===== config.mk =====
export PLATFORM = sky130hd
export DESIGN_NAME = pwm_multi
export DESIGN_NICKNAME = d
export VERILOG_FILES = /design/src/rtl/pwm_pkg.sv /design/src/rtl/timer_input.sv /design/src/rtl/pwm_multi.sv
export SDC_FILE = /design/constraint.sdc
export NUM_CORES = 1
export LEC_CHECK = 0
export CAP_MARGIN = 5
export CORE_MARGIN = 8
export CORE_UTILIZATION = 45
export CTS_BUF_LIST = sky130_fd_sc_hd__clkbuf_8
export DETAILED_ROUTE_END_ITERATION = 10
export PLACE_DENSITY = 0.67
export SLEW_MARGIN = 15
export SYNTH_ARGS = -nofsm -noshare
export SYNTH_HDL_FRONTEND = slang
export SYNTH_SLANG_ARGS = --single-unit

===== constraint.sdc =====
create_clock -name clk -period 6.2 [get_ports clk]
set_clock_uncertainty 0.1 [all_clocks]
set_input_delay 0.93 -clock clk [delete_from_list [all_inputs] [get_ports clk]]
set_output_delay 0.93 -clock clk [all_outputs]
set_load 0.02 [all_outputs]

===== src/rtl/pwm_pkg.sv =====
// ---------------------------------------------------------------------------
// pwm_pkg
// Shared definitions for the multi-channel PWM block.
//   MODE_EDGE / MODE_CENTER : counting style selected by the mode input
//   dir_t                   : period counter direction
//   duty_w()                : width of one duty slice (R+1 so 100% is reachable)
// ---------------------------------------------------------------------------
package pwm_pkg;

  localparam logic MODE_EDGE   = 1'b0;
  localparam logic MODE_CENTER = 1'b1;

  typedef enum logic {
    DIR_UP   = 1'b0,
    DIR_DOWN = 1'b1
  } dir_t;

  function automatic int duty_w(input int r);
    return r + 1;
  endfunction

endpackage


===== src/rtl/timer_input.sv =====
// ---------------------------------------------------------------------------
// timer_input
// Free-running prescaler: counts 0..final_value while enabled and flags the
// terminal count, giving one done pulse every final_value+1 clocks.
// Ports:
//   clk, reset_n  : clock, asynchronous active-low reset
//   enable        : count when 1; counter held at 0 when 0
//   final_value   : terminal count
//   done          : high during the cycle the count equals final_value
// ---------------------------------------------------------------------------
module timer_input #(
  parameter int BITS = 15
) (
  input  logic            clk,
  input  logic            reset_n,
  input  logic            enable,
  input  logic [BITS-1:0] final_value,
  output logic            done
);

  logic [BITS-1:0] count;

  assign done = enable && (count == final_value);

  always_ff @(posedge clk or negedge reset_n) begin
    if (!reset_n) begin
      count <= '0;
    end else if (!enable || done) begin
      count <= '0;
    end else begin
      count <= count + 1'b1;
    end
  end

endmodule


===== src/rtl/pwm_multi.sv =====
// ---------------------------------------------------------------------------
// pwm_multi
// Multi-channel PWM generator: one shared prescaler and period counter drive
// CH compare/output channels. Duty and top are double-buffered so they only
// take effect at a period boundary.
// Ports:
//   clk, reset_n  : clock, asynchronous active-low reset
//   enable        : run (1) / idle (0)
//   FINAL_VALUE   : prescaler terminal count (tick every FINAL_VALUE+1 clocks)
//   mode          : 0 edge-aligned, 1 center-aligned (sampled while idle)
//   top           : period counter top value
//   duty          : flattened duty bus, channel i at [i*(R+1) +: R+1]
//   polarity      : per-channel output inversion and idle level
//   duty_load     : strobe capturing duty/top into the shadow registers
//   pwm_out       : registered PWM outputs
//   period_tick   : one-clock pulse at each period end
// ---------------------------------------------------------------------------
module pwm_multi
  import pwm_pkg::*;
#(
  parameter int CH         = 4,
  parameter int R          = 8,
  parameter int TIMER_BITS = 15
) (
  input  logic                  clk,
  input  logic                  reset_n,
  input  logic                  enable,
  input  logic [TIMER_BITS-1:0] FINAL_VALUE,
  input  logic                  mode,
  input  logic [R-1:0]          top,
  input  logic [CH*(R+1)-1:0]   duty,
  input  logic [CH-1:0]         polarity,
  input  logic                  duty_load,
  output logic [CH-1:0]         pwm_out,
  output logic                  period_tick
);

  localparam int DW = duty_w(R);

  logic         tick;
  logic         mode_a;
  logic [R-1:0] cnt;
  logic [R-1:0] cnt_nxt;
  logic [R-1:0] top_a;
  logic [R-1:0] top_s;
  dir_t         dir;
  dir_t         dir_nxt;
  logic         period_end;

  timer_input #(
    .BITS(TIMER_BITS)
  ) u_prescaler (
    .clk        (clk),
    .reset_n    (reset_n),
    .enable     (enable),
    .final_value(FINAL_VALUE),
    .done       (tick)
  );

  // Period counter: state register
  always_ff @(posedge clk or negedge reset_n) begin
    if (!reset_n) begin
      cnt    <= '0;
      dir    <= DIR_UP;
      mode_a <= MODE_EDGE;
    end else if (!enable) begin
      // Idle holds the counter at its start point so a new run begins at 0/up.
      cnt    <= '0;
      dir    <= DIR_UP;
      mode_a <= mode;
    end else if (tick) begin
      cnt <= cnt_nxt;
      dir <= dir_nxt;
    end
  end

  // Period counter: next state
  always_comb begin
    cnt_nxt = cnt;
    dir_nxt = dir;
    if (top_a == '0) begin
      cnt_nxt = '0;
      dir_nxt = DIR_UP;
    end else if (mode_a == MODE_EDGE) begin
      cnt_nxt = (cnt == top_a) ? '0 : cnt + 1'b1;
      dir_nxt = DIR_UP;
    end else if (dir == DIR_UP) begin
      cnt_nxt = cnt + 1'b1;
      // Direction flips as the counter arrives at top, so the down leg
      // starts on the following tick and top is visited only once.
      if (cnt_nxt == top_a) dir_nxt = DIR_DOWN;
    end else begin
      cnt_nxt = cnt - 1'b1;
      if (cnt_nxt == '0) dir_nxt = DIR_UP;
    end
  end

  // Period counter: outputs
  always_comb begin
    period_end = 1'b0;
    if (tick) begin
      if (top_a == '0) begin
        period_end = 1'b1;
      end else if (mode_a == MODE_EDGE) begin
        period_end = (cnt == top_a);
      end else begin
        // Center period ends on the last down step, just before cnt returns to 0.
        period_end = (dir == DIR_DOWN) && (cnt == R'(1));
      end
    end
  end

  assign period_tick = period_end;

  // Top shadow/active registers
  always_ff @(posedge clk or negedge reset_n) begin
    if (!reset_n) begin
      top_s <= '1;
      top_a <= '1;
    end else begin
      if (duty_load) top_s <= top;
      // A load landing on the boundary bypasses the shadow so it is not lost.
      if (!enable || period_end) top_a <= duty_load ? top : top_s;
    end
  end

  for (genvar i = 0; i < CH; i++) begin : g_ch
    logic [DW-1:0] duty_in;
    logic [DW-1:0] duty_s;
    logic [DW-1:0] duty_a;
    logic          raw;
    logic          pwm_q;

    assign duty_in = duty[i*DW +: DW];
    assign raw     = duty_a > {1'b0, cnt};

    always_ff @(posedge clk or negedge reset_n) begin
      if (!reset_n) begin
        duty_s <= '0;
        duty_a <= '0;
        pwm_q  <= 1'b0;
      end else begin
        if (duty_load) duty_s <= duty_in;
        if (!enable || period_end) duty_a <= duty_load ? duty_in : duty_s;
        if (!enable) begin
          pwm_q <= polarity[i];
        end else if (tick) begin
          pwm_q <= raw ^ polarity[i];
        end
      end
    end

    assign pwm_out[i] = pwm_q;
  end

endmodule


==> impl_metrics.toml, run 1 <==
[status]
status = "complete, no violations"

[cells_and_area]
nets = 699
drive_gt1_share_pct = 22.73
multiInputGateArea_sq_mm = 0.002969
final_util_pct = 55.66
fillers = 1151
area.growth.synth_to_final_pct = 20.47
final-seq-area_sq_mm = 0.002948
antenna_cells = 0

[synth]
syn_area_per_cell_sq_um = 11.72
synth_edf_count = 0
synthCells = 522
ys_ff_latch = 117
synth_cell_types = 54
seq_area_frac_synth_pct = 48.18
yosysWarnings = 0
synth-main-ff-cell = "dfrtp_1"
synth-async-reset-ratio_pct = 100.0
syn_area_sq_mm = 0.006118
synth_nets = 627

[timing]
finalMaxSlewViolations = 0
setup_viol = 0
hold_viol = 0
final.min_clock_period_ns = 4.181
worst_pin_slew_ns = 1.033
grt_setup_unrepaired = "no"
max_slew_margin_pct = 31.12
fin_tns_setup_ns = 0
fmax_mhz = 239.2
finalCritPeriodShare_pct = 67.44
whs_ns = 0.3921

[setup_path]
crit_start = "enable"
slowest_delay_ns = 0.92
critPathCaptureType = "output pin"
startpoint_type = "input port"
r2r-start = "u_prescaler.count[6]"
worstPathRequired_ns = 5.17
cp_common_cell = "clkdlybuf4s50_1"
critical_path_arrival_ns = 3.15
crit_fanout = 16
cp_slowest_cell = "clkdlybuf4s50_1"
worst-setup-path-type = "in -> out"
crit_chain = "clkdlybuf4s50_1 > inv_1 > a211oi_1 > clkdlybuf4s50_1"

[die]
die_w_microns = 132.6
core_sq_mm = 0.01324
num_rows = 42
die_area_sq_mm = 0.01758
initial_core_util_pct = 46.20
pin_count = 73
die_h_microns = 132.6

[cts]
cts_max_level = 4
clk_latency_ns = 0.44
cts_buffers = 17
cts_setup_buffers = 0
clkTransAtPathRegs_ns = 0.07
tritoncts = "done"
post_cts_resized = 0
cts_hold_buf = 0
cts_root_buffer = "clkbuf_8"
numClockSinks = 117
clockBufferDepth = 2

[place]
portBuffers = 72
dp_hpwl_microns = 9751
place.gp.congestion = 0.8599

[job]
drv_cap = 0

[power]
irDropWorstVdd_v = 0.0001956
powerDensity_mw_per_mm2 = 276.1
p_leak_uw = 0.003117

[route]
num_vias = 4139
via_per_inst = 5.286
drtPass1Iterations = 5
wire_per_inst_microns = 17.17
drtAntennaViolNets = 0
wl_microns = 13440
drc = 0
drtIter0Drc = 228

[global_routing]
grt_pass1_wl_microns = 22490
antenna_found_initial = 0
globalRouteOverflowTotal = 0
grt_usage_pct = 15.94
grt_max_degree = 72
grt_pass1_vias = 4492

[worst_hold_path]
hp-class = "reg -> reg"
min_from = "g_ch[0].duty_a[0]"
==> layout make-up <==
class / instances / area share, %
tap: 176 / 2.988
inverter: 17 / 0.8657
clock buffer: 22 / 4.108
sequential: 117 / 39.99
clock inverter: 10 / 1.782
timing repair buffer: 75 / 9.981
multi-input combinational: 366 / 40.28
==> synth_stat cells (10+ instances only) <==
library cell	n	area (sq um)
ha_1	37	462.9
dfrtp_1	101	2527
xor2_1	28	245.2
mux2_2	84	945.9
nor2_1	36	135.1
nand2_1	25	93.84
clkbuf_1	10	37.54
nor3_1	16	80.08
nand3_1	14	70.07
inv_1	17	63.81
and3_1	12	75.07
xnor2_1	15	131.4
a21oi_1	17	85.08
dfstp_2	16	420.4
==> where the power goes <==
| part | total (uW) | switching [uW] | leakage [uW] | internal (uW) |
|---|---|---|---|---|
| combinational | 357 | 161 | 0.00149 | 197 |
| sequential | 932 | 59.0 | 0.00141 | 873 |
| clock | 746 | 299 | 0.000217 | 447 |
==> through the flow <==
step	worst slack (ns)	area [sq um]	std cells	power, uW
6_report	2.019	7371	783	2035
5_1_grt	1.828	7371	783	2149
4_1_cts	2.002	7371	783	2063
3_5_place_dp	2.004	6937	751	1307
3_3_place_gp	1.959	6937	751	1286
2_1_floorplan	2.741	6118	522	1176
==> kinds of logic after synthesis <==
group / after synthesis / share of synthesized area, %
and+or+nand+nor: 132 / 10.74
DFF: 117 / 48.18
muxes: 92 / 16.89
AOI/OAI and AO/OA: 62 / 7.178
xor gates and xnor gates: 43 / 6.156
buffers and inverters: 39 / 3.292
adders and majority gates: 37 / 7.566
==> layout by cell type (no fill, tap or decap), drive strengths merged, types with 7 or more instances in the layout <==
cell and instances:
xor2 28, nor4 7, mux2 90, nor3 16, clkdlybuf4s50 70, dfstp 16, a21oi 17, clkbuf 22
inv 20, nand3 15, and3 12, dfrtp 101, xnor2 15, nor2 36, nand2 25, ha 37
==> registers in the layout, indices dropped and copies added (netlist names) <==
signal / count
g_ch.duty_a: 36
g_ch.duty_s: 36
u_prescaler.count: 15
cnt: 8
top_a: 8
top_s: 8
g_ch.pwm_q: 4
dir: 1
mode_a: 1
==> worst max-delay path, delay by kind of cell <==
| family | cells | cell delay (ns) |
|---|---|---|
| compound gates | 1 | 0.31 |
| buf+inv | 3 | 1.90 |
==> routing by layer <==
metal / share of wire (%) / global-route usage (%) / up-vias
li1: - / - / 2010
met4: 1.2 / 5.174 / 0
met5: 0 / 0 / -
met1: 46 / 19.49 / 2049
met2: 49 / 25.84 / 67
met3: 3.8 / 5.450 / 13
==> final timing paths <==
| path | to | slack [ns] | cells after the start |
|---|---|---|---|
| setup / recovery | period_tick | 2.02 | 4 |
| min in group asynchronous | g_ch[1].duty_a[3] | 0.40 | 1 |
| setup reg to reg | g_ch[3].duty_a[0] | 3.30 | 8 |
| max in group asynchronous | g_ch[0].duty_s[5] | 4.30 | 2 |
| hold reg to reg | g_ch[0].duty_a[0] | 0.39 | 1 |
| hold / removal | g_ch[0].duty_a[0] | 0.39 | 1 |
Note: power is estimated with default switching activity, not from simulation.
==> run 2: changes to the inputs <==
--- a/config.mk
+++ b/config.mk
@@ -10,7 +10,7 @@
 export CORE_UTILIZATION = 45
 export CTS_BUF_LIST = sky130_fd_sc_hd__clkbuf_8
 export DETAILED_ROUTE_END_ITERATION = 10
-export PLACE_DENSITY = 0.67
+export PLACE_DENSITY = 0.69
 export SLEW_MARGIN = 15
 export SYNTH_ARGS = -nofsm -noshare
 export SYNTH_HDL_FRONTEND = slang
==> constraint.sdc (replaced) <==
create_clock -name clk -period 3.8 [get_ports clk]
set_clock_uncertainty 0.1 [all_clocks]
set_input_delay 0.57 -clock clk [delete_from_list [all_inputs] [get_ports clk]]
set_output_delay 0.57 -clock clk [all_outputs]
set_load 0.02 [all_outputs]
==> impl_metrics.toml, run 2 (synthesis gave the netlist of run 1 again) <==
[cts]
cts_max_level = 4
post_cts_resized = 0
tritoncts = "done"
cts_root_buffer = "clkbuf_8"
clockBufferDepth = 2
clkTransAtPathRegs_ns = 0.07
cts_buffers = 17
cts_setup_buffers = 0
clk_latency_ns = 0.44
numClockSinks = 117
cts_hold_buf = 0

[cells_and_area]
antenna_cells = 0
fillers = 1167
finalNonFillerCells = 789
area.growth.synth_to_final_pct = 19.63
multiInputGateArea_sq_mm = 0.002969
drive_gt1_share_pct = 23.16
nets = 705
final_common_cell = "dfrtp_1"
final-seq-area_sq_mm = 0.002948
mostFrequentLayoutCells = "101 x dfrtp_1, 84 x mux2_2, 70 x clkdlybuf4s50_1"
top_regs = "g_ch.duty_a: 36 flops, g_ch.duty_s: 36 flops, u_prescaler.count: 15 flops"

[die]
num_rows = 42
pin_count = 73
core_sq_mm = 0.01324
die_w_microns = 132.6
die_h_microns = 132.6
initial_core_util_pct = 46.20
die_area_sq_mm = 0.01758

[place]
pre_cts_ws_ns = 0.4286
placedCellCount = 757
dp_hpwl_microns = 10070
portBuffers = 72
place.gp.congestion = 0.8842

[timing]
finalMaxSlewViolations = 0
fin_tns_setup_ns = 0
grt_setup_unrepaired = "no"
max_slew_margin_pct = 33.36
worst_pin_slew_ns = 0.9996
setup_viol = 0
fmax_mhz = 278.7
hold_viol = 0
setup_ws_ns = 0.2125
finalCritPeriodShare_pct = 94.41
final.min_clock_period_ns = 3.588

[setup_path]
crit_chain = "inv_1 > nand2_1 > nor3_1 > nand3_1 > a211oi_1 > clkdlybuf4s50_1"
crit_start = "cnt[5]"
worstPathRequired_ns = 3.13
slowest_delay_ns = 0.65
worst-setup-path-type = "reg -> out"
startpoint_type = "flop"
critPathBufInv = 2
r2r-start = "u_prescaler.count[4]"
cp_slowest_cell = "clkdlybuf4s50_1"
critical_path_arrival_ns = 2.92
cpLargestDelayFamily = "buffers and inverters"
crit_fanout = 7
critPathCaptureType = "output pin"

[global_routing]
grt_max_degree = 66
antenna_found_initial = 0
grt_pass1_vias = 4620
globalRouteOverflowTotal = 0
grt_usage_pct = 16.02
grt_pass1_wl_microns = 22670

[route]
wire_per_inst_microns = 17.06
num_vias = 4182
drtIter0Drc = 216
drtPass1Iterations = 4
wl_microns = 13460
drtAntennaViolNets = 0
drc = 0
via_per_inst = 5.300

[worst_hold_path]
hp-class = "in -> async"

[power]
irDropWorstVdd_v = 0.0002511
p_leak_uw = 0.003130
powerDensity_mw_per_mm2 = 420.5

[status]
status = "complete, no violations"

[job]
drv_cap = 0
## run 2: metrics by stage
stage               hold slack [ns]  cell area, sq um  power [uW]  utilization [%]
CTS                          0.1316              7320        3126            55.27
global placement             0.3728              6982        2097            52.72
floorplan                    0.1744              6118        1918                -
detailed placement           0.3809              6982        2139            52.72
global route                 0.1670              7320        3257            55.27
finish                       0.1366              7320        3078            55.27
## run 2: final timing paths
path | end | slack, ns | depth (start not counted)
worst max-delay path | period_tick | 0.21 | 6
worst min-delay path | g_ch[1].duty_s[4] | 0.14 | 1
worst max register to register | g_ch[1].duty_a[3] | 1.01 | 8
worst min register to register | g_ch[0].duty_a[0] | 0.39 | 1
max in group asynchronous | top_s[6] | 2.55 | 2
min in group clk | g_ch[0].duty_a[0] | 0.39 | 1
## run 2: worst reg2reg max path, stage by stage (launching register included)
cell     delay (ns)
dfrtp_1        0.44
xor2_1         0.17
nor4_1         0.35
nand4_1        0.21
buf_4          0.26
and2_1         0.22
a41oi_4        0.18
buf_4          0.34
mux2_2         0.39
## run 2: layout make-up
cell class	instances	share of cell area (%)
multi-input cells	366	40.56
clock buffers	21	3.949
clock inverters	11	0.6667
flip-flops and latches	117	40.27
well taps	176	3.009
inverters	17	0.8718
repair buffers	81	10.67
## run 2: routing by layer
metal,global-route usage (%),vias up,share of wire [%]
met5,0,-,0
met4,6.120,0,1.5
met3,4.883,22,4.1
met2,26.54,86,50
met1,19.13,2052,45
li1,-,2022,-
## run 2: power breakdown
group,internal [uW],leakage (uW),switching (uW)
sequential,1430,0.00141,98.5
combinational,324,0.00152,263
clock,500,0.000201,468
total,2250,0.00313,829
==> run 3: changes to the inputs <==
--- a/config.mk
+++ b/config.mk
@@ -5,13 +5,11 @@
 export SDC_FILE = /design/constraint.sdc
 export NUM_CORES = 1
 export LEC_CHECK = 0
-export CAP_MARGIN = 5
 export CORE_MARGIN = 8
 export CORE_UTILIZATION = 45
 export CTS_BUF_LIST = sky130_fd_sc_hd__clkbuf_8
 export DETAILED_ROUTE_END_ITERATION = 10
 export PLACE_DENSITY = 0.69
-export SLEW_MARGIN = 15
 export SYNTH_ARGS = -nofsm -noshare
 export SYNTH_HDL_FRONTEND = slang
 export SYNTH_SLANG_ARGS = --single-unit
==> constraint.sdc (replaced) <==
create_clock -name clk -period 3.3 [get_ports clk]
set_clock_uncertainty 0.1 [all_clocks]
set_input_delay 0.495 -clock clk [delete_from_list [all_inputs] [get_ports clk]]
set_output_delay 0.495 -clock clk [all_outputs]
set_load 0.02 [all_outputs]
==> impl_metrics.toml, run 3 (synthesis gave the netlist of run 1 again) <==
[status]
status = "complete, no violations"

[place]
dp_hpwl_microns = 9769
place.gp.congestion = 0.8515
portBuffers = 72

[timing]
worst_pin_slew_ns = 0.5881
whs_ns = 0.3990
hold_viol = 0
setup_viol = 0
fmax_mhz = 359.3
finalCritPeriodShare_pct = 84.35
fin_tns_setup_ns = 0
max_slew_margin_pct = 59.78
finalMaxSlewViolations = 0
final.min_clock_period_ns = 2.784
grt_setup_unrepaired = "no"

[cells_and_area]
mostFrequentLayoutCells = "101 x dfrtp_1, 84 x mux2_2, 69 x clkdlybuf4s50_1"
top_regs = "g_ch.duty_a: 36 flops, g_ch.duty_s: 36 flops, u_prescaler.count: 15 flops"
area.growth.synth_to_final_pct = 22.19
antenna_cells = 0
nets = 709
final_common_cell = "dfrtp_1"
drive_gt1_share_pct = 23.99

[setup_path]
crit_fanout = 6
r2r_slack_ns = 0.59
slowest_delay_ns = 0.60
startpoint_type = "flop"
worstPathRequired_ns = 2.70
critPathCaptureType = "output pin"
reg2reg_depth = 8
crit_chain = "xor2_1 > nor4_2 > a31oi_1 > a211oi_1 > dlymetal6s2s_1"
critPathBufInv = 1
cpLargestDelayFamily = "flip-flops"
critical_path_arrival_ns = 2.19
worst-setup-path-type = "reg -> out"
cp_slowest_cell = "dfstp_2"
path_depth = 5

[global_routing]
grt_pass1_vias = 4666
antenna_found_initial = 0
grt_max_degree = 74
grt_pass1_wl_microns = 22750
grt_usage_pct = 15.93
globalRouteOverflowTotal = 0

[route]
wl_met3_microns = 653
routedLengthMet1_microns = 5940
wire_per_inst_microns = 16.75
drc = 0
wl_met2_microns = 6503
wl_microns = 13280
num_vias = 4242
drtPass1Iterations = 4
drtAntennaViolNets = 0
via_per_inst = 5.349
top_layer_used = "met4"
drtIter0Drc = 256

[cts]
cts_buffers = 17
cts_max_level = 4
clkTransAtPathRegs_ns = 0.07
cts_root_buffer = "clkbuf_8"
clk_latency_ns = 0.44
tritoncts = "done"
clockBufferDepth = 2
cts_setup_buffers = 0
numClockSinks = 117

[die]
initial_core_util_pct = 46.20
die_area_sq_mm = 0.01758
core_sq_mm = 0.01324
pin_count = 73
num_rows = 42
die_w_microns = 132.6
die_h_microns = 132.6

[power]
powerDensity_mw_per_mm2 = 514.8
p_leak_uw = 0.003178
irDropWorstVdd_v = 0.0003133

[job]
drv_cap = 0

[worst_hold_path]
hold_depth = 1
hp-class = "reg -> reg"
-- run 3: changes by cell type in the layout (fill, tap and decap cells not counted), moves of 2 or more --
| cell | previous run | this run |
|---|---|---|
| clkinvlp_4 | 0 | 6 |
| clkinv_2 | 6 | 1 |
| bufinv_16 | 0 | 4 |
| clkbuf_8 | 21 | 18 |
| inv_1 | 22 | 19 |
| buf_12 | 0 | 2 |
-- run 3: timing repair --
action,CTS,global route
hold buffers,1,0
endpoints found under the hold margin,44,0
setup endpoints to repair,0,1
gates resized for setup,0,1
-- run 3: worst paths after layout --
path | start | endpoint
setup / recovery | top_a[2] | period_tick
hold / removal | g_ch[0].duty_s[5] | g_ch[0].duty_s[5]
setup reg to reg | u_prescaler.count[6] | g_ch[3].duty_a[8]
hold reg to reg | g_ch[0].duty_s[5] | g_ch[0].duty_s[5]
max in group asynchronous | reset_n | top_s[4]
min in group asynchronous | reset_n | g_ch[2].duty_s[1]
-- run 3: through the flow --
step / total power [uW] / util, % / setup WS, ns / cell area [sq um] / cells
2_1_floorplan: 2209 / - / 0.7112 / 6118 / 522
3_3_place_gp: 2417 / 53.08 / 0.1762 / 7029 / 760
3_5_place_dp: 2466 / 53.08 / 0.09270 / 7029 / 760
4_1_cts: 3907 / 56.43 / 0.06353 / 7473 / 793
5_1_grt: 4066 / 56.45 / 0.2939 / 7476 / 793
6_report: 3848 / 56.45 / 0.5164 / 7476 / 793
-- run 3: metal layers --
layer / vias up / track usage (%)
li1: 2030 / -
met1: 2101 / 19.51
met2: 91 / 25.98
met3: 20 / 4.731
met4: 0 / 5.931
met5: - / 0
-- run 3: cell type report --
cell class	instances	area (sq um)
fillers	1157	5767
multi-input cells	366	2969
flip-flops and latches	117	2948
repair buffers	85	840.8
clock buffers	18	247.7
well taps	176	220.2
clock inverters	14	186.4
inverters	17	63.81
-- run 3: power by group --
group	total [uW]	internal [uW]	switching (uW)
logic	674	376	298
clock network	1420	835	583
registers	1760	1640	115
